`config.mk`:
```
export PLATFORM = sky130hd
export DESIGN_NAME = alb_mp_sequencer
export DESIGN_NICKNAME = d
export VERILOG_FILES = /design/src/rtl/alb_pkg.sv /design/src/rtl/alb_mp_sequencer.sv
export SDC_FILE = /design/constraint.sdc
export NUM_CORES = 1
export LEC_CHECK = 0
export ABC_AREA = 1
export CAP_MARGIN = 20
export CORE_MARGIN = 4
export CORE_UTILIZATION = 52
export DETAILED_ROUTE_END_ITERATION = 6
export PLACE_DENSITY_LB_ADDON = 0.08
export SYNTH_ARGS = -nofsm -noshare
export SYNTH_HDL_FRONTEND = slang
export SYNTH_SLANG_ARGS = --single-unit
```
`constraint.sdc`:
```
create_clock -name clk -period 3.8 [get_ports clk]
set_clock_uncertainty 0.2 [all_clocks]
set_input_delay 1.14 -clock clk [delete_from_list [all_inputs] [get_ports clk]]
set_output_delay 1.14 -clock clk [all_outputs]
set_load 0.02 [all_outputs]
```
`src/rtl/alb_pkg.sv`:
```
// Shared definitions for the ALB multi-precision sequencer: slice opcodes and
// the sequencer state encoding.
package alb_pkg;

    localparam logic [1:0] OP_OR   = 2'b00;
    localparam logic [1:0] OP_ADD  = 2'b01;
    localparam logic [1:0] OP_ANDN = 2'b10;
    localparam logic [1:0] OP_SUB  = 2'b11;

    typedef enum logic [1:0] {
        S_IDLE,
        S_ISSUE,
        S_DRAIN,
        S_DONE
    } seq_state_t;

endpackage

```
`src/rtl/alb_mp_sequencer.sv`:
```
// Word-serial initiator for a single ALB slice: splits a wide operation into
// DATA_WIDTH words (LSB first), chains carry through the slice and reassembles the result.
module alb_mp_sequencer
    import alb_pkg::*;
#(
    parameter int DATA_WIDTH = 8,
    parameter int WORDS      = 4
) (
    input  logic                          clk,
    input  logic                          reset,
    input  logic                          in_valid,
    output logic                          in_ready,
    input  logic [1:0]                    in_op,
    input  logic [WORDS*DATA_WIDTH-1:0]   in_a,
    input  logic [WORDS*DATA_WIDTH-1:0]   in_b,
    input  logic                          in_ci,
    output logic                          out_valid,
    input  logic                          out_ready,
    output logic [WORDS*DATA_WIDTH-1:0]   out_f,
    output logic                          out_co,
    output logic                          out_vo,
    output logic                          out_no,
    output logic                          out_zo,
    output logic [DATA_WIDTH-1:0]         alu_a,
    output logic [DATA_WIDTH-1:0]         alu_b,
    output logic                          alu_ci,
    output logic [1:0]                    alu_i,
    input  logic [DATA_WIDTH-1:0]         alu_f,
    input  logic                          alu_co,
    input  logic                          alu_vo,
    input  logic                          alu_no,
    input  logic                          alu_zo
);

    localparam int              W      = WORDS * DATA_WIDTH;
    localparam int              KW     = $clog2(WORDS);
    localparam logic [KW-1:0]   K_LAST = KW'(WORDS - 1);

    seq_state_t          state, next_state;
    logic [KW-1:0]       k;
    logic [KW-1:0]       k_prev;
    logic [1:0]          op_q;
    logic [W-1:0]        a_q, b_q, f_q;
    logic                ci_q;
    logic                zacc_q;
    logic                co_q, vo_q, no_q, zo_q;
    logic                unused_flags;

    // The slice's own N/Z only describe one word, so whole-word flags are rebuilt here.
    assign unused_flags = alu_no ^ alu_zo;

    assign k_prev = k - KW'(1);

    assign out_f  = f_q;
    assign out_co = co_q;
    assign out_vo = vo_q;
    assign out_no = no_q;
    assign out_zo = zo_q;

    always_ff @(posedge clk) begin
        if (reset) begin
            state <= S_IDLE;
        end else begin
            state <= next_state;
        end
    end

    always_comb begin
        next_state = state;
        in_ready   = 1'b0;
        out_valid  = 1'b0;
        alu_a      = '0;
        alu_b      = '0;
        alu_ci     = 1'b0;
        alu_i      = 2'b00;
        case (state)
            S_IDLE: begin
                in_ready = 1'b1;
                if (in_valid) begin
                    next_state = S_ISSUE;
                end
            end
            S_ISSUE: begin
                alu_a  = a_q[int'(k)*DATA_WIDTH +: DATA_WIDTH];
                alu_b  = b_q[int'(k)*DATA_WIDTH +: DATA_WIDTH];
                // Previous word's carry arrives combinationally from the slice this cycle.
                alu_ci = (k == '0) ? ci_q : alu_co;
                alu_i  = op_q;
                if (k == K_LAST) begin
                    next_state = S_DRAIN;
                end
            end
            S_DRAIN: begin
                alu_i      = op_q;
                next_state = S_DONE;
            end
            S_DONE: begin
                out_valid = 1'b1;
                if (out_ready) begin
                    next_state = S_IDLE;
                end
            end
            default: next_state = S_IDLE;
        endcase
    end

    always_ff @(posedge clk) begin
        if (reset) begin
            k      <= '0;
            op_q   <= 2'b00;
            a_q    <= '0;
            b_q    <= '0;
            ci_q   <= 1'b0;
            f_q    <= '0;
            zacc_q <= 1'b0;
            co_q   <= 1'b0;
            vo_q   <= 1'b0;
            no_q   <= 1'b0;
            zo_q   <= 1'b0;
        end else begin
            case (state)
                S_IDLE: begin
                    if (in_valid) begin
                        op_q   <= in_op;
                        a_q    <= in_a;
                        b_q    <= in_b;
                        ci_q   <= in_ci;
                        k      <= '0;
                        f_q    <= '0;
                        zacc_q <= 1'b1;
                        co_q   <= 1'b0;
                        vo_q   <= 1'b0;
                        no_q   <= 1'b0;
                        zo_q   <= 1'b0;
                    end
                end
                S_ISSUE: begin
                    if (k != '0) begin
                        f_q[int'(k_prev)*DATA_WIDTH +: DATA_WIDTH] <= alu_f;
                        zacc_q <= zacc_q & (alu_f == '0);
                    end
                    k <= (k == K_LAST) ? '0 : k + KW'(1);
                end
                S_DRAIN: begin
                    f_q[(WORDS-1)*DATA_WIDTH +: DATA_WIDTH] <= alu_f;
                    co_q <= alu_co;
                    vo_q <= alu_vo;
                    no_q <= alu_f[DATA_WIDTH-1];
                    zo_q <= zacc_q & (alu_f == '0);
                end
                default: begin
                end
            endcase
        end
    end

endmodule

```
==> key figures <==
Run status
  – Status: finished clean

Critical path
  – Worst R2R Setup Slack: 1310 ps
  – Worst EP arrival: 2380 ps
  – CP Capture Type: output pin
  – R2R depth: 9
  – Worst Path Max Fanout: 10
  – Critical path class: reg2out
  – R2R Path Start: k[1]
  – Reg2reg end: out_f[9]
  – WP data required: 2460 ps
  – Critical Path Source Type: flop

Die
  – Initial Util: 0.540
  – Die Y: 106 um
  – Row count: 35
  – Die area: 11,300 sq um
  – Core outline area: 9330 sq um
  – # IOs: 140
  – Die width: 106 um

Placement
  – Post-Place Setup Slack: 43.6 ps
  – RePlAce Congestion: 0.862
  – DP HPWL: ~9500 um
  – Port bufs: 137

Min path
  – HP Start: out_f[2]
  – Worst hold stages: 2
  – Hold Path Class: reg2reg
  – Sink of the worst hold path: out_f[2]

CTS
  – Worst-case clock buffer depth: 2
  – Post-CTS setup buffers: 0
  – Cts hold-fix bufs: 0
  – Sink Count: 108
  – Worst skew pair latency: ~380 ps
  – CTS HTree Levels: 3
  – CTS tree: built
  – Num CTS Buffers: 9
  – Root Driver: clkbuf_8
  – Clock transition at path regs: 100 ps

Global route
  – GRT overflow: 0
  – Largest net degree at the start of global routing: 72
  – Number of global-route vias before repair: roughly 4,900
  – Overall routing resource usage: 0.234
  – First-pass GRT wire length: 21,900 um
  – Antenna violations before repair: 0

Synth
  – Seq/Total Area, Yosys: 0.429
  – Syn Nets: 839
  – Area fraction of the dominant cell type after synthesis: 0.429
  – Syn_area_per_cell: slightly below 7 sq um
  – Commonest cells post-synth: nor2_1 (230), dfxtp_1 (108), nand2_1 (100)
  – Synth Warn #: 0
  – Seq cells post-synth: about 110
  – Synth area leader: dfxtp_1
  – Largest cells by area after synthesis: dfxtp_1 (43%), nor2_1 (17%), o21ai_0 (9.8%)
  – Cell count after synthesis: 743
  – Number of synthesized flops with an enable pin: 0
  – Most common cell in the netlist: nor2_1
  – Primary FF master, synth: dfxtp_1
  – Netlist Area Pre-Place: 5040 sq um
  – Synth unique cells: 30
  – Async set-reset flop share out of synthesis: 0

Timing
  – Worst Tran Pin Value: 584 ps
  – Tmin final: 3720 ps
  – Fin. Hold Viols: 0
  – Max-slew headroom: 0.611
  – Unrepaired setup endpoints after global routing: no
  – Setup_tns: 0 ps
  – PnR worst setup slack: between 80 and 90 ps
  – F_max: 269 MHz
  – Final period utilization: 0.978
  – Final setup violation count: 0
  – Fin. max-slew vios: 0

Pwr
  – Sw Share: 0.431
  – Leakage: between 2 and 3 nW
  – PD cells: 657 nW/um^2
  – P_sw: around 1.9 mW
  – Power consumption: about 4.4 mW
  – Gate power share: 0.492
  – Clock share of power: 0.149
  – Sequential share of power: 0.359
  – Peak supply drop: around 0.27 mV
  – Int Pwr: 2.50 mW

Cells and area
  – Layout cells sized above 1: 0.0540
  – FF+latch area: 2160 sq um
  – Nets: 961
  – Antenna fix cells: 0
  – Area growth syn-to-layout: 32.6%
  – Multi-input gate area: ~2500 sq um
  – Fillers: 820

Drt
  – Wirelength, routed: 13,400 um
  – DRC viols: 0
  – Routed len/inst: 13.4 um
  – Drt first-iter violations: just over 200
  – Pre-antenna DRT Iters: 4
  – Routed Antenna Nets: 0
  – Vias per cell: 5.12
  – Total number of vias: approximately 5,100

Job
  – Max_cap viols: 0
## through the flow
stage | std cells | instance area (sq um) | hold slack [ps] | utilization
after CTS | 997 | 6660 | 265 | 0.714
after floorplan | 743 | 5040 | 230 | -
after global placement | 981 | 6480 | 244 | 0.695
after detailed placement | 981 | 6480 | 250 | 0.695
after global routing | 999 | 6690 | 282 | 0.717
final | 999 | 6690 | 267 | 0.717
## power groups by stage
stage / logic (mW) / clock network (mW) / registers, mW
after floorplan: 1.38 / 0 / 1.69
after global placement: 2.06 / 0 / 1.59
after detailed placement: 2.13 / 0 / 1.60
after CTS: 2.14 / 0.661 / 1.58
after global routing: 2.43 / 0.703 / 1.61
final: 2.16 / 0.653 / 1.58
## worst max-delay path, cell delays in order (launching register included)
cell and delay [ps]:
dfxtp_1 360, inv_1 130, ha_2 320, clkinvlp_4 310, a21oi_1 240, clkdlybuf4s50_1 630
## sequential cells by signal (all words and copies together) (netlist names), 2 cells and up
signal  count
b_q        32
op_q        2
state       2
out_f      32
a_q        32
k           2
## layer usage
layer  part of all wire  GRT usage  vias up
met5                  0          0        -
met3              0.055     0.0474       27
li1                   -          -     2609
met2               0.50      0.411      148
met1               0.42      0.283     2330
met4              0.021     0.0822        0
## worst max-delay path by stage
stage                  start       end  cells past startpoint  slack, ps
CTS                     k[1]    alu_ci                      4         20
detailed placement    alu_co    alu_ci                      4         40
global placement      alu_co    alu_ci                      4         20
floorplan             alu_co    alu_ci                      2        920
finish              state[1]  alu_a[2]                      5         80
global route        state[1]  alu_a[3]                      5         20
## placed cells by master (no fill, tap or decap), types with 9 or more instances in the layout
cell	count
o21ai_0	99
nand2_1	100
clkdlybuf4s50_1	136
inv_1	45
dfxtp_1	108
buf_4	9
nor2_1	230
a21oi_1	41
nand3_1	30
ha_1	12
clkbuf_8	10
## logic make-up after synthesis
family | count (synthesis) | synth area share
AND/OR/NAND/NOR | 381 | 0.307
AO/OA/AOI/OAI | 149 | 0.152
flip-flops | 108 | 0.429
buffers and inverters | 92 | 0.0799
adder cells (fa/ha/maj) | 13 | 0.0323
## area by class of cell
cell class / count / share of cell area
multi-input combinational: 543 / 0.371
sequential: 108 / 0.323
timing repair buffer: 148 / 0.222
inverter: 53 / 0.0314
tap: 129 / 0.0241
clock buffer: 12 / 0.0217
clock inverter: 4 / 0.00487
timing repair inverter: 2 / 0.00225
## timing repair
item / 4_1_cts / 5_1_grt
resized for setup: 0 / 6
setup endpoints to repair: 0 / 17
hold endpoints to repair: 0 / 0
No activity file was read; power rests on OpenSTA's default activity.
